### src/rtl/irq_ctrl_if.sv
// Bus between the CPU side and the interrupt controller: request pulses, mask
// writes and the ack/eoi handshake in one direction, controller status in the other.
interface irq_ctrl_if #(
  parameter int unsigned N_IRQ = 8
);
  localparam int unsigned ID_W = (N_IRQ > 1) ? $clog2(N_IRQ) : 1;

  logic [N_IRQ-1:0] irq_in;
  logic             we;
  logic [N_IRQ-1:0] wdata;
  logic             ack;
  logic             eoi;
  logic             irq;
  logic [9:0]       vector;
  logic [ID_W-1:0]  id;
  logic [N_IRQ-1:0] pending;
  logic [N_IRQ-1:0] mask;
  logic             in_service;
  logic             ovf;

  modport master (
    output irq_in, we, wdata, ack, eoi,
    input  irq, vector, id, pending, mask, in_service, ovf
  );

  modport slave (
    input  irq_in, we, wdata, ack, eoi,
    output irq, vector, id, pending, mask, in_service, ovf
  );
endinterface

### src/rtl/irq_ctrl.sv
// Fixed-priority interrupt controller: latches request pulses, arbitrates the
// lowest enabled index and runs an IDLE/REQ/SERVICE handshake with the CPU.
module irq_ctrl #(
  parameter int unsigned N_IRQ    = 8,
  parameter logic [9:0]  VEC_BASE = 10'h3F0
) (
  input logic       clk,
  input logic       reset,
  irq_ctrl_if.slave bus
);
  localparam int unsigned ID_W = (N_IRQ > 1) ? $clog2(N_IRQ) : 1;

  typedef enum logic [1:0] {IDLE, REQ, SERVICE} state_e;

  state_e           state_q, state_d;
  logic [N_IRQ-1:0] pending_q, pending_d;
  logic [N_IRQ-1:0] mask_q, mask_d;
  logic [N_IRQ-1:0] clr;
  logic [N_IRQ-1:0] req;
  logic [ID_W-1:0]  id_q, id_d;
  logic [ID_W-1:0]  win_id;
  logic             win_vld;
  logic             irq_q, irq_d;
  logic             in_service_q, in_service_d;
  logic             ovf_q, ovf_d;
  logic [9:0]       vector_q, vector_d;

  assign req = pending_q & mask_q;

  // Lowest set index wins: scan downward so the last hit is the smallest.
  always_comb begin
    win_vld = 1'b0;
    win_id  = '0;
    for (int i = N_IRQ - 1; i >= 0; i--) begin
      if (req[i]) begin
        win_vld = 1'b1;
        win_id  = ID_W'(i);
      end
    end
  end

  always_comb begin
    state_d = state_q;
    id_d    = id_q;
    clr     = '0;
    case (state_q)
      IDLE: begin
        if (win_vld) begin
          state_d = REQ;
          id_d    = win_id;
        end
      end
      REQ: begin
        // ack takes precedence over both eoi and a withdrawn mask bit
        if (bus.ack) begin
          state_d  = SERVICE;
          clr[id_q] = 1'b1;
        end else if (!mask_q[id_q]) begin
          state_d = IDLE;
        end
      end
      SERVICE: begin
        if (bus.eoi) begin
          state_d = IDLE;
        end
      end
      default: state_d = IDLE;
    endcase
  end

  // A pulse on the same edge as its clear wins, so it never counts as lost.
  always_comb begin
    pending_d    = (pending_q & ~clr) | bus.irq_in;
    mask_d       = bus.we ? bus.wdata : mask_q;
    ovf_d        = (ovf_q & ~bus.we) | (|(bus.irq_in & pending_q & ~clr));
    irq_d        = (state_d == REQ);
    in_service_d = (state_d == SERVICE);
    vector_d     = VEC_BASE + 10'(id_d);
  end

  always_ff @(posedge clk or posedge reset) begin
    if (reset) begin
      state_q      <= IDLE;
      pending_q    <= '0;
      mask_q       <= '0;
      id_q         <= '0;
      irq_q        <= 1'b0;
      in_service_q <= 1'b0;
      ovf_q        <= 1'b0;
      vector_q     <= VEC_BASE;
    end else begin
      state_q      <= state_d;
      pending_q    <= pending_d;
      mask_q       <= mask_d;
      id_q         <= id_d;
      irq_q        <= irq_d;
      in_service_q <= in_service_d;
      ovf_q        <= ovf_d;
      vector_q     <= vector_d;
    end
  end

  assign bus.irq        = irq_q;
  assign bus.in_service = in_service_q;
  assign bus.id         = id_q;
  assign bus.vector     = vector_q;
  assign bus.pending    = pending_q;
  assign bus.mask       = mask_q;
  assign bus.ovf        = ovf_q;

endmodule

### src/flat_wrapper.sv
// flat-port wrapper written by rule: the top's interface ports become plain ports
module irq_ctrl_flat 
#(
  parameter int unsigned N_IRQ    = 8,
  parameter logic [9:0]  VEC_BASE = 10'h3F0
)
  (clk, reset, bus_irq_in, bus_we, bus_wdata, bus_ack, bus_eoi, bus_irq, bus_vector, bus_id, bus_pending, bus_mask, bus_in_service, bus_ovf);
  irq_ctrl_if #(.N_IRQ(N_IRQ)) bus_i ();
  input logic clk;
  input logic reset;
  input wire logic [$bits(bus_i.irq_in)-1:0] bus_irq_in;
  input wire logic [$bits(bus_i.we)-1:0] bus_we;
  input wire logic [$bits(bus_i.wdata)-1:0] bus_wdata;
  input wire logic [$bits(bus_i.ack)-1:0] bus_ack;
  input wire logic [$bits(bus_i.eoi)-1:0] bus_eoi;
  output wire logic [$bits(bus_i.irq)-1:0] bus_irq;
  output wire logic [$bits(bus_i.vector)-1:0] bus_vector;
  output wire logic [$bits(bus_i.id)-1:0] bus_id;
  output wire logic [$bits(bus_i.pending)-1:0] bus_pending;
  output wire logic [$bits(bus_i.mask)-1:0] bus_mask;
  output wire logic [$bits(bus_i.in_service)-1:0] bus_in_service;
  output wire logic [$bits(bus_i.ovf)-1:0] bus_ovf;
  assign bus_i.irq_in = bus_irq_in;
  assign bus_i.we = bus_we;
  assign bus_i.wdata = bus_wdata;
  assign bus_i.ack = bus_ack;
  assign bus_i.eoi = bus_eoi;
  assign bus_irq = bus_i.irq;
  assign bus_vector = bus_i.vector;
  assign bus_id = bus_i.id;
  assign bus_pending = bus_i.pending;
  assign bus_mask = bus_i.mask;
  assign bus_in_service = bus_i.in_service;
  assign bus_ovf = bus_i.ovf;
  irq_ctrl #(.N_IRQ(N_IRQ), .VEC_BASE(VEC_BASE)) u_core (.clk(clk), .reset(reset), .bus(bus_i));
endmodule
### config.mk
export PLATFORM = sky130hd
export DESIGN_NAME = irq_ctrl_flat
export DESIGN_NICKNAME = d
export VERILOG_FILES = /design/src/rtl/irq_ctrl_if.sv /design/src/rtl/irq_ctrl.sv /design/src/flat_wrapper.sv
export SDC_FILE = /design/constraint.sdc
export NUM_CORES = 1
export LEC_CHECK = 0
export BUFFER_PORTS_ARGS = -buffer_cell sky130_fd_sc_hd__buf_4
export CAP_MARGIN = 0
export CORE_ASPECT_RATIO = 1.25
export CORE_UTILIZATION = 30
export DETAILED_ROUTE_END_ITERATION = 12
export PLACE_DENSITY = 0.65
export SLEW_MARGIN = 20
export SYNTH_ARGS = -nofsm -noshare
export SYNTH_HDL_FRONTEND = slang
export SYNTH_SLANG_ARGS = --single-unit
### constraint.sdc
create_clock -name clk -period 2.8 [get_ports clk]
set_input_delay 0.56 -clock clk [delete_from_list [all_inputs] [get_ports clk]]
set_output_delay 0.56 -clock clk [all_outputs]
set_load 0.01 [all_outputs]
==> summary.md, run 1 <==
| Metric | Value |
|---|---|
| Status | `completed` |
| Reg2Reg Capture Point | `u_core.bus.ovf$_DFF_PP0_` |
| Setup slack, reg-to-reg | `1.19 ns` |
| Htree depth | `1` |
| Final net count | `187` |
| Die X | `61.3 µm` |
| CP required | `2.24 ns` |
| Sequential fraction of the synthesis area | `45.5%` |
| Vias | `1115` |
| Hold crit path type | `primary input to async pin` |
| Final hold vios | `0` |
| Setup Viol. Count Final | `0` |
| Global-route wire length before repair | `5120 µm` |
| Reg2reg path depth | `4` |
| Final critical-path share of the clock period | `57.4%` |
| I/O Buffers | `45` |
| Peak VDD IR | `0.000191 V` |
| Worst Path Arrival | `1.05 ns` |
| Gr ovfl total | `0` |
| Die Y | `76.2 µm` |
| Antenna diodes | `0` |
| Crit end category | `output port` |
| RSZ-0062 raised after global routing | `false` |
| Pleak | `0.000764 µW` |
| Rows | `26` |
| Grt met2 use | `23.3%` |
| GRT Overall Usage | `14.6%` |
| Drt via density | `5.05` |
| Largest net degree at the start of global routing | `25` |
| Critical path, cell by cell | `buf_4` |
| Clock Latency Late Sink | `0.27 ns` |
| Max cap viols | `0` |
| Setup_tns | `0 ns` |
| Area delta synth->final | `28.0%` |
| Critical path's slowest cell | `dfrtp_1` |
| PwrDens | `768 nW/µm²` |
| Sequential cell fraction of total power | `42.2%` |
| GRT busiest layer | `met2` |
| Internal Power | `817 µW` |
| Worst slew margin | `39.9%` |
| Cell count after synthesis | `126` |
| Starting Density | `31.7%` |
| Clock Power Share | `18.4%` |
| Max Clock Freq | `0.622 GHz` |
| Fin util | `40.6%` |
| Yosys cell types | `39` |
| Max incr delay on CP | `0.58 ns` |
| Clk pin slew, worst setup/hold paths | `0.09 ns` |
| Tmin final | `1.61 ns` |
| Post-synth ARST share | `100%` |
| Post-cts repair resize count | `0` |
| Seq cells post-synth | `24` |
| Setup Buffers After CTS | `0` |
| Yosys warning total | `0` |
| Tightest Pin Transition | `0.900 ns` |
| GR Layer Usage met1 | `18.8%` |
| Gpl congestion | `0.915` |
| Number of enable flip-flop cells after synthesis | `0` |
| Routed Antenna Nets | `0` |
| Sinks on Clock Net | `24` |
| Switching power | `481 µW` |
| CTS buffer count | `3` |
| Top Ports | `53` |
| Kind of cell adding the most delay to the critical path | `flip-flops` |
| Initial DRT Pass Iterations | `5` |
| Comb pwr share | `39.4%` |
| CTS tree | `yes` |
| Switching part of the total | `37.1%` |
| Mapped Area | `1320 µm²` |
| R2r startpoint | `u_core.bus.id[2]$_DFFE_PP0P_` |
| CP startpoint kind | `register` |
| Post-route cell area | `1690 µm²` |
| GR Util met3 | `2.21%` |
| Share of layout cells above drive strength 1 | `37.0%` |
| Residual DRC | `0` |
| Sum of buffers and inverters on the critical path | `1` |
| Clock Skew | `0.00478 ns` |
| WHS | `0.479 ns` |
| Iteration-0 DRC Markers | `39` |
| Root buf cell | `clkbuf_8` |
| Syn avg cell area | `10.5 µm²` |
| Vias in the first global route | `1062` |
| Post-place instance area | `1630 µm²` |
| Classification of the worst setup path | `register to output port` |
| Post-Route WL | `3160 µm` |
| Slew Limit Fails | `0` |
| Core area | `4160 µm²` |
| CTS Hold Bufs | `0` |
| Die area | `4670 µm²` |
| Clock tree buffer depth | `2` |
| Antenna violations before repair | `0` |
| Synth Flop Type | `dfrtp_1` |
| CP Max Fanout | `14` |
| DPL Wire Length | `2410 µm` |
| Drt wl/cell | `14.3 µm` |
==> flip-flops by register name, indices dropped and copies added, names as in the netlist <==
| name | count |
|---|---|
| u_core.bus.pending | 8 |
| u_core.bus.ovf | 1 |
| u_core.bus.id | 3 |
| u_core.bus.irq | 1 |
| u_core.bus.mask | 8 |
| u_core.bus.in_service | 1 |
| u_core.state_q | 2 |
==> cell usage in the layout (no fill, tap or decap), drive strengths merged, types with 2 or more instances in the layout <==
master	n
nand3b	2
a32o	2
conb	7
a22o	4
nand2	19
nor2	3
mux2	8
o41ai	3
a31oi	2
clkbuf	4
buf	45
a21o	8
a21oi	5
a22oi	2
dfrtp	24
o21ai	2
nand3	3
inv	4
==> synthesized netlist by cell type (2+ instances only) <==
| library cell | count | share of area, % |
|---|---|---|
| dfrtp_1 | 24 | 45 |
| nand2_1 | 19 | 5.4 |
| buf_4 | 13 | 7.4 |
| a21o_1 | 8 | 4.5 |
| mux2_2 | 8 | 6.8 |
| a21oi_1 | 5 | 1.9 |
| inv_1 | 4 | 1.1 |
| a22o_1 | 3 | 2.0 |
| nand3_1 | 3 | 1.1 |
| nor2_1 | 3 | 0.85 |
| a22oi_1 | 2 | 1.1 |
| a31oi_1 | 2 | 0.95 |
| a32o_1 | 2 | 1.5 |
| conb_1 | 2 | 0.57 |
| nand3b_1 | 2 | 1.1 |
| o21ai_1 | 2 | 0.76 |
| o41ai_1 | 2 | 1.3 |
==> stage by stage <==
step | total power [µW] | instances | worst slack, ns
after CTS | 1300 | 221 | 1.19
after global routing | 1390 | 221 | 1.04
after global placement | 1060 | 217 | 1.15
after floorplan | 917 | 131 | 1.38
after detailed placement | 1070 | 217 | 1.07
final | 1300 | 221 | 1.19
==> layout make-up <==
cell class / count / area [µm²]
Fill cell: 444 / 2470
Multi-Input combinational cell: 88 / 611
Sequential cell: 24 / 601
Timing Repair Buffer: 45 / 338
Tap cell: 56 / 70.1
Clock buffer: 4 / 55.1
Inverter: 4 / 15.0
==> worst max path at each step <==
stage,from,to,cells after the start
after floorplan,u_core.bus.id[2]$_DFFE_PP0P_,u_core.bus.ovf$_DFF_PP0_,5
after global placement,bus_ack,u_core.bus.ovf$_DFF_PP0_,5
after detailed placement,bus_ack,u_core.bus.ovf$_DFF_PP0_,5
after CTS,u_core.bus.id[1]$_DFFE_PP0P_,bus_id[1],1
after global routing,u_core.bus.id[2]$_DFFE_PP0P_,u_core.bus.ovf$_DFF_PP0_,4
final,u_core.bus.id[1]$_DFFE_PP0P_,bus_id[1],1
==> cells by family after synthesis <==
family | after synthesis | synth area share [%]
muxes | 8 | 6.82
DFF | 24 | 45.5
other | 2 | 0.569
buffers and inverters | 19 | 9.67
AOI/OAI and AO/OA | 37 | 23.5
and+or+nand+nor | 36 | 13.9
==> power groups by stage <==
stage / clock (µW) / combinational (µW) / sequential, µW
2_1_floorplan: 0 / 397 / 520
3_3_place_gp: 0 / 506 / 553
6_report: 238 / 511 / 548
4_1_cts: 243 / 514 / 548
3_5_place_dp: 0 / 511 / 554
5_1_grt: 257 / 567 / 570
==> routing by layer <==
layer | share of wire (%) | vias to the layer above
met5 | 0 | -
li1 | - | 525
met2 | 51 | 50
met3 | 5.3 | 8
met4 | 2.3 | 0
met1 | 41 | 532
Note: power is estimated with default switching activity, not from simulation.
==> run 2: changes to the inputs <==
Settings changed: ABC_AREA from default to 1, PLACE_DENSITY 0.65 to 0.67.
Clock period 2.8 ns to 1.4 ns, I/O delays scaled along.
==> run 2 against run 1 <==
Effect of this change: via count rose by 7.8%; critical path depth rose by 7; power rose by 89%; register-to-register slack got worse by 1.0 ns; clock-buffer cell count fell by 1; worst setup slack got worse by 1.0 ns; cell count rose by 27%; first-iteration DRC count fell by 59%; cell area rose by 2.0%; sequential share of layout area fell by 0.70 points; sequential power rose by 84%; synthesized cell count rose by 43%; critical path type is now register to register.
==> summary.md, run 2 <==
| Metric | Value |
|---|---|
| Status | `completed` |
| Routed Antenna Nets | `0` |
| Crit end category | `register` |
| Commonest non-fill, non-tap cells in the layout | `nand2_1 (67), buf_4 (48), dfrtp_1 (24)` |
| Die Y | `76.1 µm` |
| Cell count after placement | `277` |
| Antenna diodes | `0` |
| Classification of the worst setup path | `register to register` |
| Sequential cell fraction of total power | `41.3%` |
| Clock Latency Late Sink | `0.27 ns` |
| Final net count | `247` |
| Worst Path Arrival | `1.40 ns` |
| Post-cts repair resize count | `0` |
| Top cells by area, synth | `dfrtp_1 (46%), nand2_1 (19%), buf_4 (6.3%), inv_1 (5.4%), nor2_1 (4.3%)` |
| Top Ports | `53` |
| Comb pwr share | `42.0%` |
| Synth Flop Type | `dfrtp_1` |
| Peak VDD IR | `0.000527 V` |
| Final hold vios | `0` |
| Setup_tns | `0 ns` |
| I/O Buffers | `45` |
| Gr ovfl total | `0` |
| Number of enable flip-flop cells after synthesis | `0` |
| Area delta synth->final | `30.6%` |
| Sequential fraction of the synthesis area | `45.5%` |
| Root buf cell | `clkbuf_8` |
| Global-route wire length before repair | `5390 µm` |
| CP Max Fanout | `8` |
| DPL Wire Length | `2600 µm` |
| Max cap viols | `0` |
| Iteration-0 DRC Markers | `16` |
| Sinks on Clock Net | `24` |
| Synth top area share | `45.5%` |
| Setup Viol. Count Final | `0` |
| GRT Overall Usage | `15.6%` |
| Antenna violations before repair | `0` |
| Setup Buffers After CTS | `0` |
| Htree depth | `1` |
| Die X | `61.3 µm` |
| Clk pin slew, worst setup/hold paths | `0.08 ns` |
| Tmin final | `1.24 ns` |
| RSZ-0062 raised after global routing | `false` |
| Max Clock Freq | `0.804 GHz` |
| Cell count after synthesis | `180` |
| CTS tree | `yes` |
| Yosys cell types | `21` |
| Starting Density | `31.7%` |
| Seq cells post-synth | `24` |
| Gpl congestion | `0.828` |
| Biggest area consumer among synthesized cells | `dfrtp_1` |
| CP startpoint kind | `register` |
| Initial DRT Pass Iterations | `4` |
| Commonest non-fill, non-tap cell in the layout | `nand2_1` |
| Vias | `1202` |
| Syn avg cell area | `7.33 µm²` |
| Clock tree buffer depth | `2` |
| Internal Power | `1480 µW` |
| Pleak | `0.000911 µW` |
| Top-count cell post-synth | `nand2_1` |
| Post-synth ARST share | `100%` |
| Share of layout cells above drive strength 1 | `25.4%` |
| CTS buffer count | `3` |
| Switching part of the total | `39.7%` |
| Post-synth top cells | `nand2_1 (67), dfrtp_1 (24), inv_1 (19), nor2_1 (15), buf_4 (11)` |
| WHS | `0.0495 ns` |
| CP required | `1.55 ns` |
| Yosys warning total | `0` |
| Residual DRC | `0` |
| Mapped Area | `1320 µm²` |
| Setup slack, reg-to-reg | `0.16 ns` |
| Core area | `4160 µm²` |
| Clock Skew | `0.00321 ns` |
| Rows | `26` |
| Slew Limit Fails | `0` |
| CTS Hold Bufs | `0` |
| PwrDens | `1420 nW/µm²` |
| Die area | `4670 µm²` |
| Clock Power Share | `16.7%` |
| Switching power | `973 µW` |
| Non-Filler Instances | `280` |
| Post-Route WL | `3210 µm` |
| Drt wl/cell | `11.5 µm` |
| Drt via density | `4.29` |
| Final critical-path share of the clock period | `88.9%` |
| Largest net degree at the start of global routing | `25` |
| Vias in the first global route | `1175` |
| Hold crit path type | `primary input to async pin` |
==> run 2: critical path: stages (launching register included) <==
cell	delay (ns)
dfrtp_1	0.48
inv_2	0.10
nand2_1	0.09
nor2_1	0.11
nand2_1	0.08
nand2_1	0.06
nand2_1	0.06
nor2_1	0.08
nand3_1	0.07
==> run 2: final cells by class <==
type	count	area, µm²
Multi-Input combinational cell	126	559
Inverter	23	91.3
Sequential cell	24	601
Fill cell	490	2440
Clock buffer	3	41.3
Tap cell	56	70.1
Timing Repair Buffer	48	360
==> run 2: final timing paths <==
check	startpoint	cells after the start	to
worst max-delay path	u_core.bus.id[2]$_DFFE_PP0P_	8	u_core.bus.ovf$_DFF_PP0_
worst min-delay path	reset	3	u_core.bus.in_service$_DFF_PP0_
worst max register to register	u_core.bus.id[2]$_DFFE_PP0P_	8	u_core.bus.ovf$_DFF_PP0_
min in group clk	bus_eoi	2	u_core.bus.in_service$_DFF_PP0_
worst min register to register	u_core.bus.pending[4]$_DFF_PP0_	1	u_core.bus.pending[4]$_DFF_PP0_
max in group asynchronous	reset	3	u_core.bus.mask[2]$_DFFE_PP0P_
==> run 2: cells by family (layout without fill, tap and decap cells) <==
kind of cell | Yosys count | in the layout | share of synthesized area (%)
and+or+nand+nor | 94 | 94 | 29.1
buffers and inverters | 35 | 74 | 13.5
AOI/OAI and AO/OA | 25 | 25 | 11.3
DFF | 24 | 24 | 45.5
other | 2 | 7 | 0.569
==> run 2: power by group through the flow <==
stage               clock, µW  combinational (µW)  sequential [µW]
finish                    409                1030             1010
global route              454                1180             1040
CTS                       430                1040             1010
detailed placement          0                1040             1030
global placement            0                1040             1020
floorplan                   0                 643             1030
==> run 2: metal layers <==
layer	routed length (µm)	GRT usage [%]	vias up
met5	0	0	-
met2	1600	25.8	31
li1	-	-	631
met3	130	2.38	5
met1	1430	20.2	535
met4	55	5.45	0
==> run 2: stage by stage <==
step | total power [µW] | util [%] | cell area [µm²] | setup slack (ns)
final | 2450 | 41.4 | 1720 | 0.155
after global routing | 2670 | 41.4 | 1720 | 0.0140
after CTS | 2480 | 41.4 | 1720 | 0.150
after detailed placement | 2070 | 40.4 | 1680 | 0.162
after global placement | 2060 | 40.4 | 1680 | 0.137
after floorplan | 1670 | - | 1340 | 0.262
==> run 3: changes to the inputs <==
Settings changed: ABC_AREA 1 to default, CELL_PAD_IN_SITES_DETAIL_PLACEMENT from default to 0, CELL_PAD_IN_SITES_GLOBAL_PLACEMENT from default to 2, CORE_UTILIZATION 30 to 25, CTS_CLUSTER_SIZE from default to 20, PLACE_DENSITY 0.67 to 0.85.
==> run 3 against run 2 <==
Effect of this change: the run now ends with negative setup slack left; die area rose by 19%; hold slack improved by 0.0042 ns; global-route usage decreased by 1.4 points.
==> summary.md, run 3 (synthesized netlist as in run 1, its figures left out) <==
| Metric | Value |
|---|---|
| Residual DRC | `0` |
| Total Power | `3060 µW` |
| Routed Antenna Nets | `0` |
| Status | `finished, violations left` |
| CP startpoint kind | `register` |
| Post-Route WL | `3640 µm` |
| Initial DRT Pass Iterations | `4` |
| Multi-input gate area | `637 µm²` |
| I/O Buffers | `45` |
| Iteration-0 DRC Markers | `27` |
| Core area | `5080 µm²` |
| Htree depth | `1` |
| Max incr delay on CP | `0.48 ns` |
| CTS tree | `yes` |
| Classification of the worst setup path | `register to register` |
| Final critical-path share of the clock period | `102%` |
| Die Y | `83.2 µm` |
| Clk pin slew, worst setup/hold paths | `0.09 ns` |
| Cell count after placement | `256` |
| Vias in the first global route | `1253` |
| Commonest non-fill, non-tap cell in the layout | `buf_4` |
| Setup Viol. Count Final | `4` |
| Vias | `1238` |
| Gpl congestion | `0.845` |
| Worst setup margin | `-0.0337 ns` |
| Drt wl/cell | `13.8 µm` |
| Final hold vios | `0` |
| CP Max Fanout | `5` |
| Clock Latency Late Sink | `0.27 ns` |
| PwrDens | `1530 nW/µm²` |
| Antenna diodes | `0` |
| DPL Wire Length | `2900 µm` |
| Die X | `67.0 µm` |
| Post-route cell area | `2000 µm²` |
| Hold crit path type | `primary input to async pin` |
| CP required | `1.53 ns` |
| Peak VDD IR | `0.000549 V` |
| Max Clock Freq | `0.698 GHz` |
| Dpl ws | `-0.117 ns` |
| Clock Skew | `0.00681 ns` |
| Root buf cell | `clkbuf_8` |
| CTS buffer count | `3` |
| Die area | `5580 µm²` |
| Area delta synth->final | `51.2%` |
| Max cap viols | `0` |
| Worst Path Arrival | `1.56 ns` |
| Fin util | `39.3%` |
| Top Ports | `53` |
| Non-Filler Instances | `263` |
| Critical path, cell by cell | `a22o_1, o41ai_4, o41ai_1` |
| Starting Density | `26.0%` |
| Rows | `29` |
| Pleak | `0.000936 µW` |
| RSZ-0062 raised after global routing | `true` |
| Commonest non-fill, non-tap cells in the layout | `buf_4 (81), dfrtp_1 (22), nand2_1 (19)` |
| Slew Limit Fails | `0` |
| Antenna violations before repair | `0` |
| Final net count | `223` |
| Gr ovfl total | `0` |
| Critical path's slowest cell | `o41ai_4` |
| Crit end category | `register` |
| Largest net degree at the start of global routing | `25` |
| Share of layout cells above drive strength 1 | `52.2%` |
| Post-place instance area | `1890 µm²` |
| GRT Overall Usage | `14.2%` |
| Clock tree buffer depth | `2` |
| Failing checks | `negative setup slack` |
| Sinks on Clock Net | `24` |
| Drt via density | `4.71` |
| FF+latch area | `603 µm²` |
| Tmin final | `1.43 ns` |
| Global-route wire length before repair | `5930 µm` |
| Fill cell count | `540` |
run 3: routing by layer:
metal  GRT usage, %  part of all wire [%]  up-vias
met5              0                     0        -
met4           7.35                   2.9        0
met3          0.962                   4.0        7
met2           23.9                    53       37
met1           17.7                    40      598
li1               -                     -      596
run 3: cell type report:
type                            count  area share [%]
Timing Repair Buffer               81            30.5
Clock buffer                        4            2.76
Tap cell                           62            3.89
Inverter                            4           0.752
Sequential cell                    24            30.2
Multi-Input combinational cell     88            31.9
run 3: through the flow:
stage / hold slack (ns) / TNS (ns)
finish: 0.0537 / -0.0774
global route: 0.0949 / -0.436
CTS: 0.0645 / -0.125
detailed placement: 0.356 / -0.325
global placement: 0.358 / -0.215
floorplan: 0.295 / 0
run 3: worst max-delay path, delay by kind of cell, from the launching register on:
family,cells,cell delay (ns)
flops,1,0.38
compound gates,3,0.92
run 3: worst paths after layout:
check	end	cells after the start	startpoint	slack [ns]
setup / recovery	u_core.bus.irq$_DFF_PP0_	3	u_core.bus.pending[5]$_DFF_PP0_	-0.03
hold / removal	u_core.bus.pending[1]$_DFF_PP0_	3	reset	0.05
setup reg to reg	u_core.bus.irq$_DFF_PP0_	3	u_core.bus.pending[5]$_DFF_PP0_	-0.03
hold reg to reg	u_core.bus.ovf$_DFF_PP0_	2	u_core.bus.ovf$_DFF_PP0_	0.54
max in group asynchronous	u_core.bus.id[1]$_DFFE_PP0P_	3	reset	1.08
min in group clk	u_core.bus.pending[4]$_DFF_PP0_	2	bus_irq_in[4]	0.20
run 3: power by group:
part	total, µW	leakage [µW]	switching, µW	internal, µW
logic	1590	0.000650	704	885
clock network	474	0.0000288	223	251
registers	993	0.000257	149	844
run 3: repair_timing:
item,CTS,global route
setup endpoints to repair,5,6
hold buffers,0,0
buffers inserted,2,1
resized for setup,7,1
pin swaps,5,3
